$ cat config.mk
export PLATFORM = sky130hd
export DESIGN_NAME = fpu_operand_classify
export DESIGN_NICKNAME = d
export VERILOG_FILES = /design/src/rtl/fpu_pkg.sv /design/src/rtl/fpu_class_unit.sv /design/src/rtl/fpu_operand_classify.sv
export SDC_FILE = /design/constraint.sdc
export NUM_CORES = 1
export LEC_CHECK = 0
export BUFFER_PORTS_ARGS = -buffer_cell sky130_fd_sc_hd__buf_2
export CORE_ASPECT_RATIO = 0.5
export CORE_MARGIN = 2
export CORE_UTILIZATION = 50
export CTS_CLUSTER_DIAMETER = 120
export DETAILED_ROUTE_END_ITERATION = 6
export PLACE_DENSITY = 0.76
export SLEW_MARGIN = 40
export SYNTH_ARGS = -nofsm -noshare
export SYNTH_HDL_FRONTEND = slang
export SYNTH_SLANG_ARGS = --single-unit
$ cat constraint.sdc
create_clock -name clk -period 2.6 [get_ports clk]
set_input_delay 0 -clock clk [delete_from_list [all_inputs] [get_ports clk]]
set_output_delay 0 -clock clk [all_outputs]
set_load 0.02 [all_outputs]
$ cat src/rtl/fpu_pkg.sv
// Shared definitions for the FPU operand-classification front end:
// op codes, class-vector and FCLASS bit positions, canonical constants.
package fpu_pkg;

    localparam int FCLASS_W = 10;

    localparam logic [2:0] OP_ADD = 3'b000;
    localparam logic [2:0] OP_SUB = 3'b001;
    localparam logic [2:0] OP_MUL = 3'b010;
    localparam logic [2:0] OP_FMA = 3'b011;
    localparam logic [2:0] OP_FMS = 3'b100;

    // Class vector layout {snan, nan, inf, zero, subnormal}
    localparam int CLS_SNAN = 4;
    localparam int CLS_NAN  = 3;
    localparam int CLS_INF  = 2;
    localparam int CLS_ZERO = 1;
    localparam int CLS_SUB  = 0;

    localparam logic [31:0] QNAN_POS = 32'h7FC0_0000;
    localparam logic [31:0] INF_POS  = 32'h7F80_0000;
    localparam logic [31:0] INF_NEG  = 32'hFF80_0000;

    localparam int FC_NEG_INF  = 0;
    localparam int FC_NEG_NORM = 1;
    localparam int FC_NEG_SUB  = 2;
    localparam int FC_NEG_ZERO = 3;
    localparam int FC_POS_ZERO = 4;
    localparam int FC_POS_SUB  = 5;
    localparam int FC_POS_NORM = 6;
    localparam int FC_POS_INF  = 7;
    localparam int FC_SNAN     = 8;
    localparam int FC_QNAN     = 9;

    typedef struct packed {
        logic [31:0] x;
        logic [31:0] y;
        logic [31:0] z;
        logic [2:0]  op;
    } s1_t;

    function automatic logic op_defined(input logic [2:0] op);
        return op <= OP_FMS;
    endfunction

endpackage

$ cat src/rtl/fpu_class_unit.sv
// Combinational classification of one single-precision operand.
// With FPU_CLASSIFY_FTZ_EN defined, subnormals are flushed to signed zero.
module fpu_class_unit
    import fpu_pkg::*;
#(
    parameter int CLS_W = 5
) (
    input  logic [31:0]         a,
    output logic [CLS_W-1:0]    cls,
    output logic [FCLASS_W-1:0] fclass,
    output logic [31:0]         a_out
);

    logic       sign;
    logic [7:0] e;
    logic [22:0] f;
    logic       e_max, e_min, f_zero, flush;
    logic       nan, snan, inf, zero, sub, normal;

    assign sign   = a[31];
    assign e      = a[30:23];
    assign f      = a[22:0];
    assign e_max  = (e == 8'hFF);
    assign e_min  = (e == 8'h00);
    assign f_zero = (f == 23'd0);

`ifdef FPU_CLASSIFY_FTZ_EN
    assign flush = e_min & ~f_zero;
`else
    assign flush = 1'b0;
`endif

    assign a_out  = flush ? {sign, 31'd0} : a;
    assign nan    = e_max & ~f_zero;
    assign snan   = nan & ~f[22];
    assign inf    = e_max & f_zero;
    assign zero   = e_min & (f_zero | flush);
    assign sub    = e_min & ~f_zero & ~flush;
    assign normal = ~e_max & ~e_min;

    always_comb begin
        cls           = '0;
        cls[CLS_SNAN] = snan;
        cls[CLS_NAN]  = nan;
        cls[CLS_INF]  = inf;
        cls[CLS_ZERO] = zero;
        cls[CLS_SUB]  = sub;

        fclass              = '0;
        fclass[FC_NEG_INF]  = inf & sign;
        fclass[FC_NEG_NORM] = normal & sign;
        fclass[FC_NEG_SUB]  = sub & sign;
        fclass[FC_NEG_ZERO] = zero & sign;
        fclass[FC_POS_ZERO] = zero & ~sign;
        fclass[FC_POS_SUB]  = sub & ~sign;
        fclass[FC_POS_NORM] = normal & ~sign;
        fclass[FC_POS_INF]  = inf & ~sign;
        fclass[FC_SNAN]     = snan;
        fclass[FC_QNAN]     = nan & ~snan;
    end

endmodule

$ cat src/rtl/fpu_operand_classify.sv
// Two-stage valid/ready FPU front end: registers operands, then registers
// per-operand classes, FCLASS of x and the early invalid/NV flags.
// Optional subnormal flush-to-zero via FPU_CLASSIFY_FTZ_EN.
module fpu_operand_classify
    import fpu_pkg::*;
#(
    parameter int STAGES = 2,
    parameter int CLS_W  = 5
) (
    input  logic                clk,
    input  logic                rst_n,
    input  logic                in_valid,
    output logic                in_ready,
    input  logic [31:0]         in_x,
    input  logic [31:0]         in_y,
    input  logic [31:0]         in_z,
    input  logic [2:0]          in_op,
    output logic                out_valid,
    input  logic                out_ready,
    output logic [31:0]         out_x,
    output logic [31:0]         out_y,
    output logic [31:0]         out_z,
    output logic [2:0]          out_op,
    output logic [CLS_W-1:0]    x_cls,
    output logic [CLS_W-1:0]    y_cls,
    output logic [CLS_W-1:0]    z_cls,
    output logic                invalid_op,
    output logic                nv_flag,
    output logic [FCLASS_W-1:0] x_fclass
);

    if (STAGES != 2) begin : g_unsupported_stages
        $error("fpu_operand_classify supports only STAGES=2");
    end

    logic v1, v2;
    s1_t  s1;
    logic s1_load, s2_load;

    assign s2_load   = ~v2 | out_ready;
    assign s1_load   = ~v1 | s2_load;
    assign in_ready  = s1_load;
    assign out_valid = v2;

    always_ff @(posedge clk or negedge rst_n) begin
        if (!rst_n) begin
            v1 <= 1'b0;
            s1 <= '0;
        end else if (s1_load) begin
            v1 <= in_valid;
            if (in_valid) begin
                s1 <= '{x: in_x, y: in_y, z: in_z, op: in_op};
            end
        end
    end

    logic [CLS_W-1:0]    xc, yc, zc;
    logic [FCLASS_W-1:0] xf, yf_unused, zf_unused;
    logic [31:0]         xo, yo, zo;

    fpu_class_unit #(.CLS_W(CLS_W)) u_cls_x (.a(s1.x), .cls(xc), .fclass(xf),        .a_out(xo));
    fpu_class_unit #(.CLS_W(CLS_W)) u_cls_y (.a(s1.y), .cls(yc), .fclass(yf_unused), .a_out(yo));
    fpu_class_unit #(.CLS_W(CLS_W)) u_cls_z (.a(s1.z), .cls(zc), .fclass(zf_unused), .a_out(zo));

    logic                op_ok, use_z, any_nan, prod_0inf, inv_raw;
    logic                inv_c, nv_c;
    logic                xs, ys, zs;
    logic [CLS_W-1:0]    xc_m, yc_m, zc_m;
    logic [FCLASS_W-1:0] xf_m;

    assign xs = s1.x[31];
    assign ys = s1.y[31];
    assign zs = s1.z[31];

    always_comb begin
        op_ok     = op_defined(s1.op);
        use_z     = (s1.op == OP_FMA) | (s1.op == OP_FMS);
        xc_m      = op_ok ? xc : '0;
        yc_m      = op_ok ? yc : '0;
        zc_m      = use_z ? zc : '0;
        xf_m      = op_ok ? xf : '0;
        any_nan   = xc[CLS_NAN] | yc[CLS_NAN] | (use_z & zc[CLS_NAN]);
        prod_0inf = (xc[CLS_INF] & yc[CLS_ZERO]) | (xc[CLS_ZERO] & yc[CLS_INF]);

        // Effective-subtraction of infinities: compare product sign against
        // the sign z actually contributes after the FMS/SUB negation.
        inv_raw = 1'b0;
        case (s1.op)
            OP_ADD, OP_SUB:
                inv_raw = xc[CLS_INF] & yc[CLS_INF] & (xs ^ ys ^ (s1.op == OP_SUB));
            OP_MUL:
                inv_raw = prod_0inf;
            OP_FMA, OP_FMS:
                inv_raw = prod_0inf
                        | ((xc[CLS_INF] | yc[CLS_INF]) & zc[CLS_INF]
                           & ((xs ^ ys) ^ (zs ^ (s1.op == OP_FMS))));
            default:
                inv_raw = 1'b0;
        endcase

        inv_c = inv_raw & ~any_nan;
        nv_c  = inv_c | xc_m[CLS_SNAN] | yc_m[CLS_SNAN] | zc_m[CLS_SNAN];
    end

    always_ff @(posedge clk or negedge rst_n) begin
        if (!rst_n) begin
            v2         <= 1'b0;
            out_x      <= '0;
            out_y      <= '0;
            out_z      <= '0;
            out_op     <= '0;
            x_cls      <= '0;
            y_cls      <= '0;
            z_cls      <= '0;
            invalid_op <= 1'b0;
            nv_flag    <= 1'b0;
            x_fclass   <= '0;
        end else if (s2_load) begin
            v2 <= v1;
            if (v1) begin
                out_x      <= xo;
                out_y      <= yo;
                out_z      <= zo;
                out_op     <= s1.op;
                x_cls      <= xc_m;
                y_cls      <= yc_m;
                z_cls      <= zc_m;
                invalid_op <= inv_c;
                nv_flag    <= nv_c;
                x_fclass   <= xf_m;
            end
        end
    end

endmodule

==> results.toml, run 1 <==
[logic_synthesis]
synth_nets = 893
synth-main-ff-cell = "dfrtp_1"
synth-seq-cells = 226
yosysMostFrequentCell = "nand2_1"
async_reset_ff_share_pct = 100
synthCells = 790
synth_common_cells = "nand2_1, dfrtp_1, mux2_2"
syn_area_mm2 = 0.00888
synth_top_cell_area_share_pct = 63.7
yosys_warnings = 0
synth_edf_count = 0
syn-mean-instance-area_um2 = 11.2
synth.distinct_cells = 37
ys_seq_area_share_pct = 63.7
synth_top_cell_by_area = "dfrtp_1"
synthTopCellsByArea = "dfrtp_1, nand2_1, mux2_2"

[die]
rows = 34
die_area_mm2 = 0.0189
io_pins = 231
dieHeight_um = 98.2
core_mm2 = 0.0174
initial_core_util_pct = 51.0
die_x_um = 192

[timing]
maxSlewHeadroom_pct = 61.3
worst_slew_pin_slew_ps = 574
grt_setup_unrepaired = "false"
final_hold_viol_count = 0
finalCritPeriodShare_pct = 84.1
finalSetupViolCount = 0
min_period_ps = 2190
final.setup.tns_ps = 0
finClkSkew_ps = 8.88
fmax_ghz = 0.457
drv_slew = 0

[placed_design]
io_buffers = 230
hpwlAfterDp_um = 15100
gp_congestion = 0.807

[worst_setup_path]
reg2reg_to = "nv_flag"
crit_path_end = "nv_flag"
arrival_ps = 2560
reg2reg_setup_slack_ps = 410
crit_family = "simple AND/OR/NAND/NOR gates"
cp_cell_sequence = "nor4_1 > nand4_1 > o21ai_0 > nor2_1 > o32ai_1 > nand2b_1"
path_max_fanout = 4
crit_type = "reg2reg"
crit_path_top_delay_cell = "o21ai_0"
critPathBufInv = 0
critPathLaunchType = "register"
crit_cells = 6
critical_path_required_ps = 2970
startpoint = "s1[4]"
critPathMaxStageDelay_ps = 480
reg2regPathDepth = 6
cp-end-kind = "register"
reg2reg_from = "s1[4]"

[global_route]
grt_max_degree = 71
grt_pass1_vias = 7077
antenna_found_initial = 0
grt_overflow = 0
grt.total_usage_pct = 25.2
grt_pass1_wl_um = 37400

[route]
vias = 7063
dr_wl_met3_um = 1170
final_antenna_net_count = 0
vias_per_cell = 5.19
routed.top_layer = "met4"
first_pass_iters = 4
drt_wl_total_um = 23500
routedWlPerCell_um = 17.2
met1Wirelength_um = 10200
first_iter_violations = 349
remaining_drc_errors = 0
wl_met2_um = 11300

[status]
outcome = "complete, no violations"

[cells_and_area]
fillers = 1254
drive_above_1_share_pct = 33.8
multi_input_area_mm2 = 0.00307
diodes = 0
area_growth_pct = 35.6
nets = 1220
regArea_mm2 = 0.00566

[clocking]
cts.clk_slew.worst_paths_ps = 70
clkLatencyLatePin_ps = 490
postCtsSetupRepairBufs = 0
cts_buffers = 20
h-tree-depth = 1
clkSinkCount = 226
cts-resized-gates = 0
cts-root-buf = "clkbuf_16"
cts_max_path_buffers = 3
tritoncts = "yes"

[min_path]
hold_path_class = "in2async"

[flow_run]
maxCapViolations = 0

[pwr]
p_leak_nw = 6.06
max-vdd-ir-drop_uv = 539
power_mw = 9.66
cellPowerDensity_mw_per_mm2 = 803
[repair_timing]
item / 4_1_cts / 5_1_grt
endpoints found under the hold margin: 307 / 0
hold buffers: 103 / 0
setup endpoints to repair: 0 / 0
[cells by family (layout without fill, tap and decap cells)]
logic type	Yosys count	in the layout	share of synthesized area, %
xor gates and xnor gates	3	3	0.606
buffers and inverters	39	377	1.92
and+or+nand+nor	387	387	18.2
AOI/OAI and AO/OA	36	36	3.00
muxes	99	99	12.6
DFF	226	226	63.7
[cells in the final DEF, fill, tap and decap left out, types with 2 or more instances in the layout]
master / synthesis / layout
nand4_1: 10 / 10
clkbuf_8: 1 / 3
mux2_2: 99 / 99
nor4_1: 20 / 20
dlygate4sd3_1: 0 / 103
clkbuf_16: 0 / 21
nand3b_1: 2 / 2
dfrtp_1: 226 / 226
xnor3_1: 2 / 2
nand2_4: 0 / 2
o211ai_1: 2 / 2
clkinv_2: 0 / 3
o21ai_0: 12 / 12
o31ai_1: 6 / 6
nand2_1: 323 / 321
buf_2: 2 / 229
a32o_1: 3 / 3
nor3_1: 4 / 4
a22o_1: 6 / 6
nand3_1: 4 / 4
a211oi_2: 2 / 2
buf_4: 1 / 7
nand2b_1: 4 / 4
nor2_1: 9 / 9
buf_12: 0 / 4
bufinv_16: 0 / 3
or4_1: 3 / 3
[metal layers]
metal,up-vias,global-route usage [%]
li1,3283,-
met1,3512,34.4
met2,204,41.4
met3,64,4.03
met4,0,8.93
met5,-,0
[metrics by stage]
step	hold slack, ps	std cells	util, %	worst slack (ps)	area [um^2]
after global placement	-6.62	1226	59.3	481	10300
after floorplan	-296	790	-	689	8880
after global routing	89.8	1362	69.2	191	12000
final	43.9	1362	69.2	413	12000
after CTS	73.1	1362	69.2	425	12000
after detailed placement	-4.64	1226	59.3	424	10300
[sequential cells by signal, summed over array words and instances, names as in the netlist, 3 cells and up]
signal	count
out_x	32
out_z	32
x_cls	4
z_cls	5
out_y	32
out_op	3
x_fclass	10
y_cls	5
s1	99
[worst min path at each step]
| stage | to | depth (start not counted) |
|---|---|---|
| CTS | out_z[13] | 2 |
| global placement | out_z[13] | 1 |
| detailed placement | out_z[13] | 1 |
| finish | out_z[13] | 2 |
| floorplan | invalid_op | 0 |
| global route | out_z[13] | 2 |
[power by group]
part           leakage [nW]  internal (mW)  total [mW]  switching (mW)
combinational          2.96          0.819        2.01            1.19
sequential             2.75           4.09        4.49           0.407
clock                 0.340           1.85        3.16            1.30
[final cells by class]
cell class | instances | area share, %
clock buffers | 25 | 4.74
flip-flops and latches | 226 | 47.0
repair buffers | 344 | 19.3
multi-input cells | 525 | 25.5
clock inverters | 8 | 1.01
well taps | 234 | 2.43
No activity file was read; power rests on OpenSTA's default activity.
==> run 2: changes to the inputs <==
--- a/config.mk
+++ b/config.mk
@@ -5,10 +5,11 @@
 export SDC_FILE = /design/constraint.sdc
 export NUM_CORES = 1
 export LEC_CHECK = 0
+export ABC_AREA = 1
 export BUFFER_PORTS_ARGS = -buffer_cell sky130_fd_sc_hd__buf_2
 export CORE_ASPECT_RATIO = 0.5
 export CORE_MARGIN = 2
-export CORE_UTILIZATION = 50
+export CORE_UTILIZATION = 48
 export CTS_CLUSTER_DIAMETER = 120
 export DETAILED_ROUTE_END_ITERATION = 6
 export PLACE_DENSITY = 0.76
==> constraint.sdc (replaced) <==
create_clock -name clk -period 1.8 [get_ports clk]
set_input_delay 0 -clock clk [delete_from_list [all_inputs] [get_ports clk]]
set_output_delay 0 -clock clk [all_outputs]
set_load 0.02 [all_outputs]
==> run 2 against run 1 <==
- routed wire length shrank 0.27%
- sequential share of layout area decreased by 0.63 points
- largest power group unchanged
- final cell count is 9.9% higher
==> results.toml, run 2 <==
[logic_synthesis]
syn-mean-instance-area_um2 = 9.82
ys_seq_area_share_pct = 62.9
synth_nets = 1018
yosysMostFrequentCell = "nand2_1"
synth_top_cell_area_share_pct = 62.9
syn_area_mm2 = 0.00899
yosys_warnings = 0
synth_top_cell_by_area = "dfrtp_1"
synth-seq-cells = 226
async_reset_ff_share_pct = 100
synth-main-ff-cell = "dfrtp_1"
synthTopCellsByArea = "dfrtp_1, nand2_1, mux2_2"
synth_common_cells = "nand2_1, dfrtp_1, nor2_1"
synth_edf_count = 0
synth.distinct_cells = 34
synthCells = 915

[min_path]
hold_path_class = "in2async"

[status]
outcome = "complete, no violations"

[timing]
hold_ws_ps = 32.8
fmax_ghz = 0.580
setup_slack_ps = 76.9
worst_slew_pin_slew_ps = 529
finClkSkew_ps = 10.7
maxSlewHeadroom_pct = 64.7
finalSetupViolCount = 0
min_period_ps = 1720
grt_setup_unrepaired = "true"
final_hold_viol_count = 0
drv_slew = 0
final.setup.tns_ps = 0
finalCritPeriodShare_pct = 95.7

[clocking]
cts_buffers = 21
cts.clk_slew.worst_paths_ps = 70
h-tree-depth = 1
clkSinkCount = 226
cts_max_path_buffers = 3
tritoncts = "yes"
cts-root-buf = "clkbuf_16"
clkLatencyLatePin_ps = 490

[cells_and_area]
fin_util_pct = 66.3
largest-register = "s1"
layout_common_cells = "nand2_1, buf_2, dfrtp_1"
drive_above_1_share_pct = 28.5
nets = 1349
multi_input_area_mm2 = 0.00291
regArea_mm2 = 0.00566
final_common_cell = "nand2_1"
diodes = 0
area_growth_pct = 35.7
largest_reg_flops = 99
fillers = 1408

[die]
die_area_mm2 = 0.0199
die_x_um = 198
core_mm2 = 0.0184
initial_core_util_pct = 48.9
dieHeight_um = 101
io_pins = 231
rows = 35

[global_route]
grt.total_usage_pct = 23.7
antenna_found_initial = 0
grt_pass1_wl_um = 37500
grt_pass1_vias = 7510
grt_max_degree = 73
grt_overflow = 0

[worst_setup_path]
critPathMaxStageDelay_ps = 410
cp-end-kind = "register"
crit_family = "simple AND/OR/NAND/NOR gates"
critical_path_required_ps = 2180
reg2reg_setup_slack_ps = 80
crit_path_top_delay_cell = "dfrtp_1"
crit_type = "reg2reg"
path_max_fanout = 4
critPathBufInv = 1
cp_cell_sequence = "nor2_2 > nand3_2 > nor2_4 > nand3_4 > nand2_2 > nor2_1 > nand2_1 > o31ai_1 > nor2_2 > nand3_2 > nand2_1 > inv_1"
arrival_ps = 2100
critPathLaunchType = "register"

[route]
first_pass_iters = 5
final_antenna_net_count = 0
first_iter_violations = 408
drt_wl_total_um = 23400
vias_per_cell = 4.98
remaining_drc_errors = 0
vias = 7448
routedWlPerCell_um = 15.6

[pwr]
cellPowerDensity_mw_per_mm2 = 1230
max-vdd-ir-drop_uv = 677
p_leak_nw = 6.20

[placed_design]
gp_congestion = 0.862
pre_cts_ws_ps = 82.0
hpwlAfterDp_um = 15500
io_buffers = 230

[flow_run]
maxCapViolations = 0
## run 2: metrics by stage
| step | power (mW) | cells | instance area (um^2) |
|---|---|---|---|
| 6_report | 15.0 | 1497 | 12200 |
| 5_1_grt | 15.8 | 1497 | 12200 |
| 4_1_cts | 15.0 | 1496 | 12200 |
| 3_5_place_dp | 10.7 | 1361 | 10500 |
| 3_3_place_gp | 10.6 | 1361 | 10500 |
| 2_1_floorplan | 9.16 | 915 | 8990 |
## run 2: worst paths after layout
path / from / to / cells after the start
setup / recovery: s1[67] / nv_flag / 12
hold / removal: rst_n / out_x[8] / 2
setup reg to reg: s1[67] / nv_flag / 12
hold reg to reg: out_x[8] / out_x[8] / 2
max in group asynchronous: rst_n / s1[59] / 3
min in group clk: in_valid / s1[82] / 3
## run 2: power breakdown
group	leakage (nW)	switching [mW]	internal, mW	total, mW
logic	3.21	2.63	1.47	4.09
registers	2.70	0.639	6.16	6.80
clock network	0.288	1.85	2.24	4.09
total	6.20	5.12	9.86	15.0
## run 2: area by class of cell
cell class                      count  area share, %
Sequential cell                   226           46.4
Timing Repair Buffer              350           20.1
Clock inverter                      6          0.359
Multi-Input combinational cell    578           23.9
Tap cell                          240           2.46
Inverter                           69           2.12
Clock buffer                       28           4.69
## run 2: per-layer routing
metal  global-route usage (%)  share of wire, %  vias to the layer above
met1                     31.7                44                     3599
met5                        0                 0                        -
met4                     9.43               3.7                        0
met3                     4.01               4.7                       62
met2                     39.3                48                      200
li1                         -                 -                     3587
## run 2: logic make-up (layout without fill, tap and decap cells)
| logic type | after synthesis | in the layout | share of synthesized area, % |
|---|---|---|---|
| XOR/XNOR | 3 | 3 | 0.376 |
| flip-flops | 226 | 226 | 62.9 |
| multiplexers | 42 | 42 | 5.26 |
| AND/OR/NAND/NOR | 397 | 397 | 18.4 |
| buffers and inverters | 111 | 453 | 5.12 |
| AO/OA/AOI/OAI | 136 | 136 | 7.89 |
## run 2: worst reg2reg max path, stage by stage (launching register included)
cell	delay (ps)
dfrtp_1	410
nor2_2	180
nand3_2	110
nor2_4	120
nand3_4	140
nand2_2	110
nor2_1	50
nand2_1	100
o31ai_1	90
nor2_2	110
nand3_2	80
nand2_1	70
inv_1	50
## run 2: repair_timing
| action | 4_1_cts | 5_1_grt |
|---|---|---|
| hold buffers | 101 | 0 |
| buffers inserted | 0 | 1 |
| gates resized for setup | 0 | 6 |
| endpoints found under the hold margin | 327 | 0 |
| endpoints found under the setup margin | 0 | 2 |
==> run 3: changes to the inputs <==
--- a/config.mk
+++ b/config.mk
@@ -13,6 +13,7 @@
 export CTS_CLUSTER_DIAMETER = 120
 export DETAILED_ROUTE_END_ITERATION = 6
 export PLACE_DENSITY = 0.76
+export RECOVER_POWER = 50
 export SLEW_MARGIN = 40
 export SYNTH_ARGS = -nofsm -noshare
 export SYNTH_HDL_FRONTEND = slang
==> run 3 against run 2 <==
- the run now ends with max-capacitance violations, max-slew violations left
- hold slack worse by 1.7 ps
- critical endpoint unchanged
- non-clock buffer count is the same
- routed wire length is 0.47% higher
- first-iteration DRC count decreased by 0.74%
- register-to-register slack hardly changed
==> results.toml, run 3 (synthesized netlist as in run 2, its figures left out) <==
[status]
outcome = "finished with violations"
failed_checks = "max-capacitance violations, max-slew violations"

[die]
core_mm2 = 0.0184
dieHeight_um = 101
die_area_mm2 = 0.0199
io_pins = 231
die_x_um = 198
initial_core_util_pct = 48.9
rows = 35

[cells_and_area]
largest-register = "s1"
nets = 1349
fillers = 1444
final_common_cell = "nand2_1"
multi_input_area_mm2 = 0.00291
regArea_mm2 = 0.00566
largest_reg_flops = 99
drive_above_1_share_pct = 23.6
layout_common_cells = "nand2_1, dfrtp_1, buf_2"
area_growth_pct = 34.4
diodes = 0
final_cells = 1497

[global_route]
gr-usage-met3_pct = 4.01
grt_overflow = 0
grt_max_degree = 73
grt_pass1_wl_um = 37500
grt_util_met1_pct = 31.7
gr-usage-met2_pct = 39.3
busiest_layer = "met2"
grt.total_usage_pct = 23.7
antenna_found_initial = 0
grt_pass1_vias = 7510

[route]
routedWlPerCell_um = 15.7
first_iter_violations = 405
remaining_drc_errors = 0
first_pass_iters = 5
drt_wl_total_um = 23500
vias_per_cell = 5.02
final_antenna_net_count = 0
vias = 7510

[placed_design]
io_buffers = 230
dp_cells = 1361
gp_congestion = 0.862
hpwlAfterDp_um = 15500

[clocking]
clkSinkCount = 226
h-tree-depth = 1
cts_buffers = 21
cts-root-buf = "clkbuf_16"
clkLatencyLatePin_ps = 490
cts_max_path_buffers = 3
cts.clk_slew.worst_paths_ps = 70
tritoncts = "yes"

[worst_setup_path]
path_max_fanout = 4
critPathLaunchType = "register"
critPathMaxStageDelay_ps = 400
critPathBufInv = 1
crit_family = "simple AND/OR/NAND/NOR gates"
cp-end-kind = "register"
crit_type = "reg2reg"
critical_path_required_ps = 2180
cp_cell_sequence = "nor2_2 > nand3_2 > nor2_4 > nand3_4 > nand2_2 > nor2_1 > nand2_1 > o31ai_1 > nor2_2 > nand3_2 > nand2_1 > inv_1"
crit_path_top_delay_cell = "dfrtp_1"
arrival_ps = 2110

[timing]
grt_setup_unrepaired = "true"
worst_slew_pin_slew_ps = 1510
maxSlewHeadroom_pct = -0.381
finClkSkew_ps = 9.15
finalSetupViolCount = 0
final_hold_viol_count = 0
drv_slew = 64
min_period_ps = 1730
fmax_ghz = 0.578
finalCritPeriodShare_pct = 96.1

[pwr]
max-vdd-ir-drop_uv = 697
cellPowerDensity_mw_per_mm2 = 1230
power_mw = 14.9
p_leak_nw = 5.98

[flow_run]
maxCapViolations = 1

[min_path]
hold_path_class = "in2reg"
[run 3: path summary, 6_finish.rpt]
| kind | from | endpoint | slack (ps) | depth (start not counted) |
|---|---|---|---|---|
| min reg2reg | out_y[17] | out_y[17] | 480 | 2 |
| min | in_valid | s1[82] | 30 | 3 |
| max in group asynchronous | rst_n | s1[70] | 270 | 3 |
| max | s1[67] | nv_flag | 70 | 12 |
| max reg2reg | s1[67] | nv_flag | 70 | 12 |
| min in group asynchronous | rst_n | out_x[8] | 430 | 2 |
[run 3: repair_timing]
| action | CTS | global route |
|---|---|---|
| buffers inserted | 0 | 1 |
| gates resized for setup | 0 | 6 |
| hold endpoints to repair | 327 | 0 |
| setup endpoints to repair | 0 | 2 |
| hold buffers | 101 | 0 |
[run 3: metrics by stage]
| stage | util (%) | TNS (ps) | setup slack (ps) | hold slack [ps] | area, um^2 |
|---|---|---|---|---|---|
| final | 65.7 | 0 | 70.4 | 31.1 | 12100 |
| after CTS | 66.1 | 0 | 52.4 | 24.3 | 12200 |
| after floorplan | - | 0 | 102 | -296 | 8990 |
| after global routing | 65.7 | -78.0 | -63.0 | 40.2 | 12100 |
| after detailed placement | 57.3 | 0 | 82.0 | -16.1 | 10500 |
| after global placement | 57.3 | 0 | 151 | -22.4 | 10500 |
[run 3: routing by layer]
metal  part of all wire (%)  vias to the layer above  wire length (um)
met3                    4.5                       64              1070
met1                     44                     3652             10400
met2                     47                      210             11100
met5                      0                        -                 0
li1                       -                     3584                 -
met4                    3.9                        0               910
[run 3: power by group]
part           switching [mW]  total [mW]  internal, mW
Combinational            2.63        3.98          1.35
Sequential              0.651        6.81          6.16
Clock                    1.85        4.08          2.24
[run 3: worst reg2reg max path: cells and delay by family (launching register included)]
| kind | cells | cell delay, ps |
|---|---|---|
| flip-flops | 1 | 400 |
| buffers and inverters | 1 | 50 |
| AND/OR/NAND/NOR | 10 | 1080 |
| AO/OA/AOI/OAI | 1 | 90 |
[run 3: final cells by class]
class,count,share of cell area [%]
clock buffers,28,4.73
repair buffers,350,19.3
well taps,240,2.49
inverters,69,2.14
flip-flops and latches,226,46.8
multi-input cells,578,24.1
clock inverters,6,0.363
